File: config.mk
export PLATFORM = sky130hd
export DESIGN_NAME = enabled_delay_line
export DESIGN_NICKNAME = d
export VERILOG_FILES = /design/src/rtl/enabled_delay_line.sv
export SDC_FILE = /design/constraint.sdc
export NUM_CORES = 1
export LEC_CHECK = 0
export CAP_MARGIN = 20
export CORE_ASPECT_RATIO = 1.75
export CORE_MARGIN = 8
export CORE_UTILIZATION = 40
export CTS_CLUSTER_DIAMETER = 60
export CTS_CLUSTER_SIZE = 25
export DETAILED_ROUTE_END_ITERATION = 6
export GPL_TIMING_DRIVEN = 1
export HOLD_SLACK_MARGIN = 0.12
export PLACE_DENSITY = 0.69
export SLEW_MARGIN = 10
export SYNTH_ARGS = -nofsm -noshare
export SYNTH_HDL_FRONTEND = slang
export SYNTH_SLANG_ARGS = --single-unit
File: constraint.sdc
create_clock -name clk -period 5.7 [get_ports clk]
set_clock_uncertainty 0.2 [all_clocks]
set_input_delay 1.71 -clock clk [delete_from_list [all_inputs] [get_ports clk]]
set_output_delay 1.71 -clock clk [all_outputs]
set_load 0.02 [all_outputs]
File: src/rtl/enabled_delay_line.sv
// DEPTH-stage enabled delay line for audio samples with a selectable registered tap, fill tracking and flush.
// Latency: b/b_last/valid are registered from the next-state line (same edge as the shift); full is combinational.
// No backpressure: enable is a one-per-sample strobe; DELAY_LINE_MIX_EN adds a saturating a + tap/2 mix output.
`timescale 1ns/1ps

module enabled_delay_line #(
    parameter int WIDTH = 16,
    parameter int DEPTH = 8,
    parameter int TAPW  = 3
) (
    input  logic             clk,
    input  logic             reset,
    input  logic             enable,
    input  logic             clear,
    input  logic [WIDTH-1:0] a,
    input  logic [TAPW-1:0]  tap_sel,
    output logic [WIDTH-1:0] b,
    output logic [WIDTH-1:0] b_last,
    output logic             valid,
    output logic             full,
    output logic [TAPW:0]    fill_count
`ifdef DELAY_LINE_MIX_EN
    ,
    output logic [WIDTH-1:0] mix
`endif
);

    localparam logic [TAPW:0] DEPTH_C = (TAPW+1)'(DEPTH);
    localparam logic [TAPW:0] LAST_C  = (TAPW+1)'(DEPTH - 1);
    localparam logic [TAPW:0] ONE_C   = (TAPW+1)'(1);

    logic [WIDTH-1:0] stage_q [DEPTH];
    logic [WIDTH-1:0] stage_d [DEPTH];
    logic [TAPW:0]    fill_q;
    logic [TAPW:0]    fill_d;
    logic [WIDTH-1:0] b_q;
    logic [WIDTH-1:0] b_d;
    logic [WIDTH-1:0] b_last_q;
    logic [WIDTH-1:0] b_last_d;
    logic             valid_q;
    logic             valid_d;

    logic [TAPW:0]    tap_ext;
    logic [TAPW:0]    tap_eff;
    logic [WIDTH-1:0] tap_next;

    // Out-of-range taps read the oldest stage.
    always_comb begin
        tap_ext = {1'b0, tap_sel};
        tap_eff = (tap_ext >= DEPTH_C) ? LAST_C : tap_ext;
    end

    always_comb begin
        for (int k = 0; k < DEPTH; k++) begin
            stage_d[k] = stage_q[k];
        end
        fill_d = fill_q;
        if (clear) begin
            for (int k = 0; k < DEPTH; k++) begin
                stage_d[k] = '0;
            end
            fill_d = '0;
        end else if (enable) begin
            stage_d[0] = a;
            for (int k = 1; k < DEPTH; k++) begin
                stage_d[k] = stage_q[k-1];
            end
            if (fill_q != DEPTH_C) begin
                fill_d = fill_q + ONE_C;
            end
        end
    end

    // The registered tap follows the post-shift line so b lines up with the edge that moved it.
    always_comb begin
        tap_next = '0;
        for (int k = 0; k < DEPTH; k++) begin
            if (tap_eff == (TAPW+1)'(k)) begin
                tap_next = stage_d[k];
            end
        end
        b_d      = tap_next;
        b_last_d = stage_d[DEPTH-1];
        valid_d  = (fill_d > tap_eff);
    end

    always_ff @(posedge clk or negedge reset) begin
        if (!reset) begin
            for (int k = 0; k < DEPTH; k++) begin
                stage_q[k] <= '0;
            end
            fill_q   <= '0;
            b_q      <= '0;
            b_last_q <= '0;
            valid_q  <= 1'b0;
        end else begin
            for (int k = 0; k < DEPTH; k++) begin
                stage_q[k] <= stage_d[k];
            end
            fill_q   <= fill_d;
            b_q      <= b_d;
            b_last_q <= b_last_d;
            valid_q  <= valid_d;
        end
    end

`ifdef DELAY_LINE_MIX_EN
    logic [WIDTH-1:0] mix_q;
    logic [WIDTH-1:0] mix_d;
    logic [WIDTH-1:0] tap_cur;
    logic [WIDTH-1:0] tap_half;
    logic [WIDTH:0]   mix_sum;

    // Mix uses the pre-shift tap; an unfilled tap contributes nothing.
    always_comb begin
        tap_cur = '0;
        for (int k = 0; k < DEPTH; k++) begin
            if (tap_eff == (TAPW+1)'(k)) begin
                tap_cur = stage_q[k];
            end
        end
        tap_half = (fill_q > tap_eff) ? {tap_cur[WIDTH-1], tap_cur[WIDTH-1:1]} : '0;
        mix_sum  = {a[WIDTH-1], a} + {tap_half[WIDTH-1], tap_half};
    end

    always_comb begin
        mix_d = mix_q;
        if (clear) begin
            mix_d = '0;
        end else if (enable) begin
            if (mix_sum[WIDTH] != mix_sum[WIDTH-1]) begin
                mix_d = mix_sum[WIDTH] ? {1'b1, {(WIDTH-1){1'b0}}} : {1'b0, {(WIDTH-1){1'b1}}};
            end else begin
                mix_d = mix_sum[WIDTH-1:0];
            end
        end
    end

    always_ff @(posedge clk or negedge reset) begin
        if (!reset) begin
            mix_q <= '0;
        end else begin
            mix_q <= mix_d;
        end
    end

    assign mix = mix_q;
`endif

    assign b          = b_q;
    assign b_last     = b_last_q;
    assign valid      = valid_q;
    assign full       = (fill_q == DEPTH_C);
    assign fill_count = fill_q;

endmodule

==> results.toml <==
[timing]
tns_ns = 0
setup_viol = 0
rsz0062_at_grt = "no"
timing.final.crit_share = 0.664
tightest_slew_ns = 1.05
fmax_ghz = 0.264
max_slew_margin = 0.297
slew_viol_final = 0
hold_viol_final = 0
layout_min_cycle_time_ns = 3.78

[yosys]
synth_cell_types = 51
yosysWarnings = 0
async_reset_ff_frac = 1.00
ys.flop_type = "dfrtp_1"
ys_seq_area_frac = 0.482
syn_nets = 721
synth_edf_count = 0
ys_ff_latch = 149
synthCells = 693
netlist_area_mm2 = 0.00774
syn_avg_cell_area_um2 = 11.2

[routing]
post-route-drc-count = 0
first_pass_iters = 4
ant_nets = 0
wl_um = 18500
via_count = 5416
via_per_inst = 5.60
avgRoutedWirePerCell_um = 19.1
drt-initial-drc-count = 361

[die]
die_w_um = 121
dieArea_mm2 = 0.0242
rows = 67
start_util = 0.405
die_y_um = 200
io-pin-count = 61
fp.coreArea_mm2 = 0.0191

[clock_tree]
htreeDepth = 4
clockBufferDepth = 2
cts_sinks = 149
cts_tree = "built"
clk_latency_ns = 0.42
postCtsResizedCells = 0
root_buffer = "clkbuf_16"
post_cts_buffers = 0
clk_pin_slew_worst_paths_ns = 0.06
numCtsBuffers = 17
hold_buffers = 0

[final_layout]
nFillCells = 1787
multi_input_area_mm2 = 0.00351
drive_above_1_share = 0.0977
fin_cells = 968
final_nets = 742
antennaDiodeCount = 0
ff_latch_area_mm2 = 0.00373
syn_to_final_growth_pct = 13.7

[worst_setup_path]
cp_max_fo = 4
crit_slowest_cell = "clkdlybuf4s50_1"
critPathRequiredTime_ns = 3.79
path_cells = "inv_1, ha_1, nand2_1, nor2_1, clkdlybuf4s50_1"
critPathCaptureType = "primary output"
startpoint_type = "flop"
worst-setup-path-type = "flop to primary output"
worst-path-buf-inv = 2
slowest_delay_ns = 0.61
arrival_ns = 1.87
cp_top_family = "buffers and inverters"

[power_and_ir_drop]
p_leak_nw = 4.12
ir_drop_uv = 150
cellPowerDensity_mw_per_mm2 = 273

[global_routing]
overflow = 0
grt_max_degree = 100
grt_pass1_vias = 5683
antenna_found_initial = 0
track_usage = 0.159
grt_pass1_wl_um = 30200

[worst_hold_path]
hold_path_class = "flop to flop"

[placement]
portBuffers = 60
dp_cells = 936
place_hpwl_um = 12400
gp_congestion = 0.787

[outcome]
status = "complete, no violations"

[run]
drv_cap = 0
## worst paths after layout
kind                          startpoint          end  slack (ns)  depth (start not counted)
max                        fill_count[0]         full        1.92                          5
min                          stage_q[44]  stage_q[44]        0.35                          2
max in group asynchronous          reset  stage_q[55]        3.18                          2
min in group asynchronous          reset   b_last[15]        1.12                          1
min reg2reg                  stage_q[44]  stage_q[44]        0.35                          2
max reg2reg                fill_count[0]        valid        3.48                         10
## flip-flops by register name, summed over array words and instances (netlist names)
register and flops:
fill_count 4, b_last 16, valid 1, b 16
stage_q 112
## kinds of logic after synthesis
logic type,count (synthesis),synth area share
simple gates,196,0.108
mux,179,0.258
flops,149,0.482
compound gates,87,0.0756
buf+inv,75,0.0656
fa+ha+maj,5,0.00808
xor+xnor,2,0.00226
## cells in the mapped netlist, drive strengths merged, types with 2 or more instances
| cell | number | area (um2) |
|---|---|---|
| nor3b | 2 | 20.0 |
| o211ai | 6 | 45.0 |
| buf | 46 | 399 |
| a221o | 3 | 30.0 |
| a211oi | 10 | 75.1 |
| mux4 | 16 | 364 |
| nand3b | 2 | 15.0 |
| a221oi | 5 | 43.8 |
| o221ai | 4 | 35.0 |
| nand2 | 16 | 60.1 |
| or4b | 2 | 23.8 |
| o22ai | 14 | 87.6 |
| clkbuf | 23 | 86.3 |
| mux2 | 4 | 45.0 |
| nand2b | 2 | 12.5 |
| nor3 | 17 | 85.1 |
| a32o | 3 | 30.0 |
| nor2 | 141 | 529 |
| nand3 | 2 | 10.0 |
| dfrtp | 149 | 3730 |
| ha | 5 | 62.6 |
| mux2i | 159 | 1590 |
| a32oi | 3 | 26.3 |
| and2 | 3 | 18.8 |
| clkinv | 2 | 7.51 |
| or3 | 2 | 12.5 |
| a21oi | 8 | 40.0 |
| inv | 4 | 15.0 |
| nand4 | 2 | 12.5 |
| o21ai | 25 | 125 |
## layout make-up
cell class / count / share of cell area
inverters: 6 / 0.00256
flip-flops and latches: 149 / 0.423
multi-input cells: 469 / 0.398
repair buffers: 71 / 0.0782
clock inverters: 14 / 0.0135
well taps: 241 / 0.0342
clock buffers: 18 / 0.0499
## cells in the final DEF, fill, tap and decap left out, types with 4 or more instances in the layout
master,Yosys,final
a211oi_1,10,10
a21oi_1,8,8
a221oi_1,5,5
buf_4,20,11
clkbuf_16,0,17
clkdlybuf4s50_1,0,55
clkinvlp_4,0,4
dfrtp_1,149,149
ha_1,5,5
inv_1,4,4
inv_6,0,4
mux2_2,4,4
mux2i_1,159,159
mux4_2,15,15
nand2_1,16,16
nor2_1,141,141
nor3_1,17,17
o211ai_1,6,6
o21ai_0,21,21
o21ai_1,4,4
o221ai_1,4,4
o22ai_1,14,14
## worst register-to-register path: cells and delay by family (launching register included)
kind                       cells  cell delay (ns)
buffers and inverters          1             0.09
xor gates and xnor gates       1             0.21
and+or+nand+nor                3             0.44
AOI/OAI and AO/OA              3             0.28
DFF                            1             0.40
adders and majority gates      2             0.48
## power breakdown
| group | switching [mW] | internal (mW) |
|---|---|---|
| logic | 0.148 | 0.0953 |
| clock network | 0.482 | 0.580 |
| registers | 0.0154 | 1.08 |
| total | 0.646 | 1.75 |
## metal layers
metal	wire [um]	GRT usage
met5	0	0
met4	523	0.0703
met3	683	0.0282
met2	9980	0.287
met1	7330	0.178
## metrics by stage
step           power, mW  area (um2)  setup slack [ns]  utilization  hold slack (ns)
4_1_cts             2.42        8800              1.89        0.461            0.356
5_1_grt             2.49        8800              1.78        0.461            0.377
2_1_floorplan       1.27        7740              1.94            -            0.299
3_5_place_dp        1.36        8250              1.56        0.431            0.336
3_3_place_gp        1.36        8250              1.60        0.431            0.324
6_report            2.40        8800              1.92        0.461            0.351
Power figures use the tool's default switching activity.
